<file path="src/rtl/vector_mac_axis.sv">
// Dual-input AXI-Stream vector MAC. Each input has a one-beat hold register.
// When both holds are full, the pair goes through a three-stage pipeline:
// lane products, then an adder tree, then saturating accumulation and output
// scaling. One saturated result is emitted per packet, and the result output
// supports full backpressure.
module vector_mac_axis #(
    parameter int DATA_W    = 16,
    parameter int LANES     = 4,
    parameter int ACC_W     = 48,
    parameter int OUT_W     = 32,
    parameter int OUT_SHIFT = 8
) (
    input  logic                    clk,
    input  logic                    rst_n,
    input  logic [LANES*DATA_W-1:0] s_axis_a_tdata,
    input  logic                    s_axis_a_tvalid,
    output logic                    s_axis_a_tready,
    input  logic                    s_axis_a_tlast,
    input  logic [LANES*DATA_W-1:0] s_axis_b_tdata,
    input  logic                    s_axis_b_tvalid,
    output logic                    s_axis_b_tready,
    input  logic                    s_axis_b_tlast,
    input  logic                    clear,
    output logic [OUT_W-1:0]        m_axis_result_tdata,
    output logic                    m_axis_result_tvalid,
    input  logic                    m_axis_result_tready,
    output logic                    m_axis_result_tuser,
    output logic                    overflow,
    output logic                    tlast_err
);

    localparam int VEC_W  = LANES * DATA_W;
    localparam int PROD_W = 2 * DATA_W;
    localparam int SUM_W  = PROD_W + $clog2(LANES);
    localparam int W      = (ACC_W > OUT_W) ? ACC_W : OUT_W;

    localparam logic signed [ACC_W-1:0] ACC_MAX = {1'b0, {(ACC_W-1){1'b1}}};
    localparam logic signed [ACC_W-1:0] ACC_MIN = {1'b1, {(ACC_W-1){1'b0}}};
    localparam logic signed [W-1:0] OUT_MAX = {{(W-OUT_W+1){1'b0}}, {(OUT_W-1){1'b1}}};
    localparam logic signed [W-1:0] OUT_MIN = {{(W-OUT_W+1){1'b1}}, {(OUT_W-1){1'b0}}};

    logic                    ready_en_reg;
    logic [VEC_W-1:0]        a_hold_reg, b_hold_reg;
    logic                    a_last_reg, b_last_reg;
    logic                    a_full_reg, b_full_reg;
    logic                    s1_valid_reg, s1_last_reg;
    logic [LANES*PROD_W-1:0] prod_flat;
    logic                    s2_valid_reg, s2_last_reg;
    logic signed [SUM_W-1:0] sum_reg, sum_next;
    logic signed [ACC_W-1:0] acc_reg, acc_next;
    logic signed [ACC_W:0]   acc_wide;
    logic                    acc_clamp;
    logic signed [ACC_W-1:0] shifted;
    logic signed [W-1:0]     shifted_w;
    logic [OUT_W-1:0]        out_sat;
    logic                    out_clamp;
    logic                    pkt_sat_reg;
    logic [OUT_W-1:0]        out_data_reg;
    logic                    out_valid_reg, out_user_reg;
    logic                    overflow_reg, tlast_err_reg;

    logic adv, fire, a_accept, b_accept;

    // The pipeline only holds still while an undrained result blocks the output.
    assign adv      = ~(out_valid_reg & ~m_axis_result_tready);
    assign fire     = a_full_reg & b_full_reg & adv;
    assign s_axis_a_tready = ready_en_reg & ~a_full_reg & ~clear;
    assign s_axis_b_tready = ready_en_reg & ~b_full_reg & ~clear;
    assign a_accept = s_axis_a_tvalid & s_axis_a_tready;
    assign b_accept = s_axis_b_tvalid & s_axis_b_tready;

    assign m_axis_result_tdata  = out_data_reg;
    assign m_axis_result_tvalid = out_valid_reg;
    assign m_axis_result_tuser  = out_user_reg;
    assign overflow             = overflow_reg;
    assign tlast_err            = tlast_err_reg;

    // The treadys stay low in reset and rise on the first edge after release.
    always_ff @(posedge clk or negedge rst_n) begin
        if (!rst_n) ready_en_reg <= 1'b0;
        else        ready_en_reg <= 1'b1;
    end

    // Hold registers: each fills on its own handshake and empties when the pair fires.
    always_ff @(posedge clk or negedge rst_n) begin
        if (!rst_n) begin
            a_full_reg <= 1'b0; a_hold_reg <= '0; a_last_reg <= 1'b0;
            b_full_reg <= 1'b0; b_hold_reg <= '0; b_last_reg <= 1'b0;
        end else if (clear) begin
            a_full_reg <= 1'b0;
            b_full_reg <= 1'b0;
        end else begin
            if (a_accept) begin
                a_full_reg <= 1'b1;
                a_hold_reg <= s_axis_a_tdata;
                a_last_reg <= s_axis_a_tlast;
            end else if (fire) begin
                a_full_reg <= 1'b0;
            end
            if (b_accept) begin
                b_full_reg <= 1'b1;
                b_hold_reg <= s_axis_b_tdata;
                b_last_reg <= s_axis_b_tlast;
            end else if (fire) begin
                b_full_reg <= 1'b0;
            end
        end
    end

    // Stage 1 control: the valid bit and the merged last flag for the fired pair.
    always_ff @(posedge clk or negedge rst_n) begin
        if (!rst_n) begin
            s1_valid_reg <= 1'b0;
            s1_last_reg  <= 1'b0;
        end else if (clear) begin
            s1_valid_reg <= 1'b0;
        end else if (adv) begin
            s1_valid_reg <= fire;
            s1_last_reg  <= a_last_reg | b_last_reg;
        end
    end

    // Mismatched tlast flags on a fired pair set a sticky error.
    always_ff @(posedge clk or negedge rst_n) begin
        if (!rst_n)                                 tlast_err_reg <= 1'b0;
        else if (clear)                             tlast_err_reg <= 1'b0;
        else if (fire && (a_last_reg != b_last_reg)) tlast_err_reg <= 1'b1;
    end

    // Stage 1 data: one registered signed product per lane.
    generate
        for (genvar gi = 0; gi < LANES; gi++) begin : gen_lane
            logic signed [PROD_W-1:0] prod_reg;
            logic signed [PROD_W-1:0] prod_next;
            assign prod_next = $signed(a_hold_reg[gi*DATA_W +: DATA_W]) *
                               $signed(b_hold_reg[gi*DATA_W +: DATA_W]);
            assign prod_flat[gi*PROD_W +: PROD_W] = prod_reg;
            // Capture this lane's product when the pair fires.
            always_ff @(posedge clk or negedge rst_n) begin
                if (!rst_n)           prod_reg <= '0;
                else if (adv && fire) prod_reg <= prod_next;
            end
        end
    endgenerate

    // Adder tree over the lane products. It is wide enough that it can never overflow.
    always_comb begin
        sum_next = '0;
        for (int i = 0; i < LANES; i++)
            sum_next = sum_next + SUM_W'($signed(prod_flat[i*PROD_W +: PROD_W]));
    end

    // Stage 2: register the beat sum and its last flag.
    always_ff @(posedge clk or negedge rst_n) begin
        if (!rst_n) begin
            s2_valid_reg <= 1'b0;
            s2_last_reg  <= 1'b0;
            sum_reg      <= '0;
        end else if (clear) begin
            s2_valid_reg <= 1'b0;
        end else if (adv) begin
            s2_valid_reg <= s1_valid_reg;
            s2_last_reg  <= s1_last_reg;
            sum_reg      <= sum_next;
        end
    end

    // Saturating accumulate, then floor shift and saturation to the output width.
    always_comb begin
        acc_wide  = (ACC_W+1)'(acc_reg) + (ACC_W+1)'(sum_reg);
        acc_clamp = acc_wide[ACC_W] ^ acc_wide[ACC_W-1];
        if (acc_clamp) acc_next = acc_wide[ACC_W] ? ACC_MIN : ACC_MAX;
        else           acc_next = acc_wide[ACC_W-1:0];
        shifted   = acc_next >>> OUT_SHIFT;
        shifted_w = W'(shifted);
        out_clamp = 1'b0;
        out_sat   = shifted_w[OUT_W-1:0];
        if (shifted_w > OUT_MAX) begin
            out_clamp = 1'b1;
            out_sat   = OUT_MAX[OUT_W-1:0];
        end else if (shifted_w < OUT_MIN) begin
            out_clamp = 1'b1;
            out_sat   = OUT_MIN[OUT_W-1:0];
        end
    end

    // Stage 3: accumulate, or on last emit the result and restart the packet.
    always_ff @(posedge clk or negedge rst_n) begin
        if (!rst_n) begin
            acc_reg <= '0; pkt_sat_reg <= 1'b0;
            out_data_reg <= '0; out_valid_reg <= 1'b0; out_user_reg <= 1'b0;
            overflow_reg <= 1'b0;
        end else if (clear) begin
            acc_reg <= '0; pkt_sat_reg <= 1'b0;
            out_data_reg <= '0; out_valid_reg <= 1'b0; out_user_reg <= 1'b0;
            overflow_reg <= 1'b0;
        end else if (adv) begin
            if (s2_valid_reg && s2_last_reg) begin
                out_data_reg  <= out_sat;
                out_user_reg  <= pkt_sat_reg | acc_clamp | out_clamp;
                overflow_reg  <= overflow_reg | pkt_sat_reg | acc_clamp | out_clamp;
                out_valid_reg <= 1'b1;
                acc_reg       <= '0;
                pkt_sat_reg   <= 1'b0;
            end else begin
                out_valid_reg <= 1'b0;
                if (s2_valid_reg) begin
                    acc_reg     <= acc_next;
                    pkt_sat_reg <= pkt_sat_reg | acc_clamp;
                end
            end
        end
    end

endmodule

</file>
<file path="config.mk">
export PLATFORM = sky130hd
export DESIGN_NAME = vector_mac_axis
export DESIGN_NICKNAME = d
export VERILOG_FILES = /design/src/rtl/vector_mac_axis.sv
export SDC_FILE = /design/constraint.sdc
export NUM_CORES = 2
export LEC_CHECK = 0
export CORE_ASPECT_RATIO = 1.2
export CORE_UTILIZATION = 50
export CTS_BUF_LIST = sky130_fd_sc_hd__clkbuf_8
export CTS_CLUSTER_DIAMETER = 120
export DETAILED_ROUTE_END_ITERATION = 6
export HOLD_SLACK_MARGIN = 0.03
export PLACE_DENSITY = 0.67
export SETUP_SLACK_MARGIN = 0.4
export SLEW_MARGIN = 20
export SYNTH_ARGS = -nofsm -noshare
export SYNTH_HDL_FRONTEND = slang
export SYNTH_SLANG_ARGS = --single-unit
</file>
<file path="constraint.sdc">
create_clock -name clk -period 8 [get_ports clk]
set_clock_uncertainty 0.1 [all_clocks]
set_input_delay 1.2 -clock clk [delete_from_list [all_inputs] [get_ports clk]]
set_output_delay 1.2 -clock clk [all_outputs]
set_load 0.1 [all_outputs]
</file>
# Word level (Yosys, flattened, before mapping)

Cells that the tools add are included.

Bits of input ports: 136
Logic and storage cells: 106
Bits in registers: 384
Output and inout bits: 38

Eq/ne operators: 2
Multiply operators: 4
Add/subtract/negate cells: 4
Multiplexer cells: 37
Magnitude comparators: 2
Bitwise gates (word level): 21
Reductions and logical operators: 13

Operators with widths:

| kind                   | number |
|---|---|
| $mux W48               | 6 |
| $mux W32               | 5 |
| $mul A16 B16 Y32       | 4 |
| $add A48 B34 Y49       | 1 |
| $gt A40 B32 Y1 const B | 1 |
| $lt A40 B32 Y1 const B | 1 |
| $add A33 B32 Y34       | 1 |
| $add A34 B32 Y34       | 1 |
| $add A32 B32 Y33       | 1 |
| $mux W1                | 26 |
| $reduce_and A2 Y1      | 5 |
| $and A1 B1 Y1          | 9 |
| $reduce_bool A3 Y1     | 3 |
| $or A1 B1 Y1           | 6 |
| $not A1 Y1             | 5 |
| $reduce_bool A2 Y1     | 2 |
| $logic_and A1 B1 Y1    | 3 |
| $ne A2 B2 Y1 const B   | 1 |
| $ne A1 B1 Y1           | 1 |
| $xor A1 B1 Y1          | 1 |

# Logic depth before layout (Yosys ltp)

Depth in word-level cells: 10
Mapped depth: 27
Depth with buffers taken out: 24

# Least setup slack after synthesis

OpenSTA, ideal clock, no wires.

Path kind: register to register
Start point: register b_hold_reg[56]
End point: register gen_lane[3].prod_reg[31]
Data required time: 7.767 ns
Period minus slack after synthesis: 6.473 ns
Cell stages (with the launch flop): 27
Arrival: 6.240 ns
Path buffers: 2
Slack: 1.527 ns
Library setup time: 0.133 ns
Cell sequence: dfrtp_1 > clkbuf_1 > clkbuf_1 > nand2_1 > fa_1 > inv_1 > fa_1 > inv_1 > fa_1 > inv_1 > fa_1 > fa_1 > inv_1 > fa_1 > inv_1 > ha_1 > and3_1 > a221oi_1 > o21ai_0 > a311oi_1 > nor4_1 > o31ai_1 > o21ai_0 > o21a_1 > nor2_1 > xnor2_1 > o21ai_0

Cells in the longest elaborated chain, start to end: 1

RTL lines:

| item                   | RTL line | text |
|---|---|---|
| from (decl)            | 43       | `logic [VEC_W-1:0] a_hold_reg, b_hold_reg;` |
| from (signal assigned) | 102      | `b_hold_reg <= s_axis_b_tdata;` |
| $mul A16 B16 Y32       | 135      | `assign prod_next = $signed(a_hold_reg[gi*DATA_W +: DATA_W]) *` |
| to (signal assigned)   | 141      | `else if (adv && fire) prod_reg <= prod_next;` |
| to (decl)              | 133      | `logic signed [PROD_W-1:0] prod_reg;` |

Every way passes these cells.
A chain may end at the register's enable or synchronous reset.

# Worst setup path in the final report

Start point: register b_hold_reg[49]
End point: register gen_lane[3].prod_reg[31]

Same word-level chain as after synthesis.

==> impl_metrics.csv <==
group,metric,value,unit
drt,drc,23,
logic_synthesis,syn_avg_cell_area,9.660,sq um
cts,hold_buffers,0,
drt,ant_nets,0,
worst_setup_path,cp_data_required_time,8540,ps
status,status,"finished, violations left",
cts,root_buffer,"clkbuf_8",
logic_synthesis,synth_simple_gate_area_share,13.33,%
drt,wl_per_cell,18.92,microns
logic_synthesis,synth_edf_count,0,
cts,cts_buffers,73,
worst_setup_path,r2r_setup_slack,880,ps
global_route,grt_usage,25.83,%
worst_setup_path,critPathKind,"reg2reg",
worst_setup_path,worst-path-max-fanout,17,
worst_setup_path,crit_chain,"nand2_1, inv_1, fa_1, inv_1, fa_1, fa_1, inv_1, fa_1, fa_1, inv_1, fa_1, inv_1, ha_1, and3_1, a221oi_1, o21ai_0, a311oi_1, nor4_1, o31ai_1, o21ai_0, o21a_1, nor2_1, xnor2_1, o21ai_0",
placed_design,hpwl,117.5,mm
drt,vias_per_cell,5.366,
timing,setup-violations-final,0,
global_route,grt-ovfl-total,0,
cts,cts_tree,"built",
worst_setup_path,reg2reg_depth,24,
drt,drt-pass1-iter-count,7,
worst_setup_path,timing.rr.end,"gen_lane[3].prod_reg[31]",
floorplan,ios,174,
cts,post_cts_buffers,0,
placed_design,port_buffers,173,
timing,maxSlewHeadroom,31.44,%
logic_synthesis,synth_seq_cells,384,
logic_synthesis,synth_top_family_by_area,"adder cells",
logic_synthesis,synth.area.mux_share,2.568,%
global_route,grt_antenna_before_repair,2,
worst_setup_path,end_kind,"register",
cts,cts.sinks,384,
final_layout,drive_gt1_share,5.473,%
drt,num_vias,41457,
floorplan,initial_core_util,50.62,%
global_route,grt_pass1_wl,241.1,mm
status,violations,"DRC",
worst_setup_path,cp-start-kind,"register",
floorplan,core.rowCount,137,
cts,clock_latency,800,ps
floorplan,core-area,116600,sq um
worst_setup_path,critPathArrivalTime,7660,ps
final_layout,fill_cells,10581,
global_route,grt_pass1_vias,45109,
logic_synthesis,synth-xor-area-share,3.117,%
logic_synthesis,syn_area,59000,sq um
floorplan,die_h,378.3,microns
logic_synthesis,synthArstFlopShare,100.0,%
final_layout,largest_reg_flops,128,
final_layout,layout.nets,7802,
timing,rsz0062_at_grt,"true",
logic_synthesis,ys_seq_area_share,16.29,%
timing,tightestPinTransition,1025,ps
worst_setup_path,max_stage_delay,730,ps
hold_path,hp-class,"in2async",
logic_synthesis,synthesis.nets,7768,
drt,drt_first_iter_violations,2218,
final_layout,syn_to_final_growth,7.744,%
logic_synthesis,yosysWarningCount,0,
logic_synthesis,synth-compound-area-share,8.921,%
timing,hold_violations,0,
floorplan,die_w,315.6,microns
drt,drt_wl_total,146.2,mm
cts,clkTransAtPathRegs,70,ps
logic_synthesis,synth_cells,6108,
timing,period_minus_slack,7116,ps
timing,tns,0,ps
timing,fin_crit_sh,88.94,%
worst_setup_path,cp_slowest_cell,"dfrtp_1",
global_route,grt_max_degree,120,
cts,htreeDepth,3,
cts,postCtsResizedCells,0,
cts,clock_path_buffers,3,
timing,timing.fmax,0.1405,GHz
worst_setup_path,r2r-start,"b_hold_reg[49]",
job,drv_cap,0,
worst_setup_path,crit_top_cell,"fa_1",
placed_design,gp_congestion,0.9206,
floorplan,dieArea,119400,sq um
logic_synthesis,synth_fa_ha_area_share,46.54,%
logic_synthesis,yosysUniqueCellTypes,98,
logic_synthesis,yosys_most_used_dff,"dfrtp_1",
timing,slew_violations,0,
## stage by stage
step | util [%] | cell area [sq um] | hold WS (ps) | std cells | setup WS (ps)
finish | 54.54 | 63570 | 249.1 | 7726 | 884.4
global route | 54.54 | 63570 | 253.5 | 7725 | 399.8
CTS | 54.53 | 63560 | 215.5 | 7723 | 934.1
detailed placement | 53.12 | 61910 | 366.7 | 7596 | 902.3
global placement | 53.12 | 61910 | 363.7 | 7596 | 1041
floorplan | - | 59000 | 345.3 | 6108 | 1527
## metal layers
metal  wire length (microns)  global-route usage (%)  share of wire, %
met2                   75560                   45.61                52
met5                       0                       0                 0
met3                    5992                   2.913               4.1
met1                   60360                   33.13                41
met4                    4257                   7.839               2.9
## synthesized netlist by cell type, types with 10 or more instances
cell | n | area share, %
nand4_1 | 15 | 0.16
o21ai_0 | 231 | 2.0
nand2b_1 | 39 | 0.41
a21oi_1 | 187 | 1.6
xnor2_1 | 142 | 2.1
and2_1 | 497 | 5.3
o21bai_1 | 30 | 0.38
o211ai_1 | 12 | 0.15
a31oi_1 | 21 | 0.22
nand3_1 | 36 | 0.31
buf_2 | 11 | 0.093
nor2b_1 | 10 | 0.11
nor3_1 | 27 | 0.23
o21a_1 | 31 | 0.39
o31ai_1 | 17 | 0.22
mux2_2 | 131 | 2.5
a21o_1 | 98 | 1.2
a221o_1 | 29 | 0.49
a211oi_1 | 19 | 0.24
xor2_1 | 68 | 1.0
inv_1 | 1184 | 7.5
nor2_1 | 147 | 0.94
a22o_1 | 36 | 0.53
ha_1 | 410 | 8.7
nand2_1 | 775 | 4.9
fa_1 | 1114 | 38
dfrtp_1 | 384 | 16
and3_1 | 17 | 0.18
clkbuf_1 | 209 | 1.3
## cell type report
| class | count | area, sq um | share of cell area (%) |
|---|---|---|---|
| tap | 1529 | 1913 | 3.009 |
| multi-input combinational | 4300 | 43990 | 69.20 |
| inverter | 1184 | 4444 | 6.991 |
| timing repair buffer | 199 | 1957 | 3.078 |
| clock inverter | 40 | 447.9 | 0.7046 |
| clock buffer | 87 | 1197 | 1.884 |
| antenna | 3 | 7.507 | 0.01181 |
| sequential | 384 | 9615 | 15.13 |
## worst max path at each step
stage                              start                  endpoint
final                     b_hold_reg[49]  gen_lane[3].prod_reg[31]
after detailed placement  b_hold_reg[33]  gen_lane[2].prod_reg[31]
after floorplan           b_hold_reg[56]  gen_lane[3].prod_reg[31]
after global placement    a_hold_reg[55]  gen_lane[3].prod_reg[31]
after CTS                 a_hold_reg[54]  gen_lane[3].prod_reg[31]
after global routing      b_hold_reg[49]  gen_lane[3].prod_reg[31]
## cells by family (layout without fill, tap and decap cells)
kind of cell               count (synthesis)  count (layout)
DFF                                      384             384
other                                      1               4
AOI/OAI and AO/OA                        805             805
adders and majority gates               1527            1527
buffers and inverters                   1424            1510
muxes                                    135             135
and+or+nand+nor                         1622            1622
xor gates and xnor gates                 210             210
## placed cells by master (no fill, tap or decap), types with 87 or more instances in the layout
cell type,synthesis,routed
and2_1,497,495
nand2_1,775,775
clkdlybuf4s50_1,0,172
nor2_1,147,147
ha_1,410,410
fa_1,1114,1114
xnor2_1,142,142
a21o_1,98,98
mux2_2,131,131
a21oi_1,187,186
inv_1,1184,1192
o21ai_0,231,231
clkbuf_8,2,87
dfrtp_1,384,379
## worst max-delay path: cells and delay by family, from the launching register on
kind,cells,cell delay [ps]
compound gates,7,1770
simple gates,4,680
buf+inv,5,400
fa+ha+maj,7,3150
xor+xnor,1,130
flops,1,730
Power is left out: the tool's default activity adds up to more than one toggle a clock period on the data nets, which glitch-free logic cannot reach.
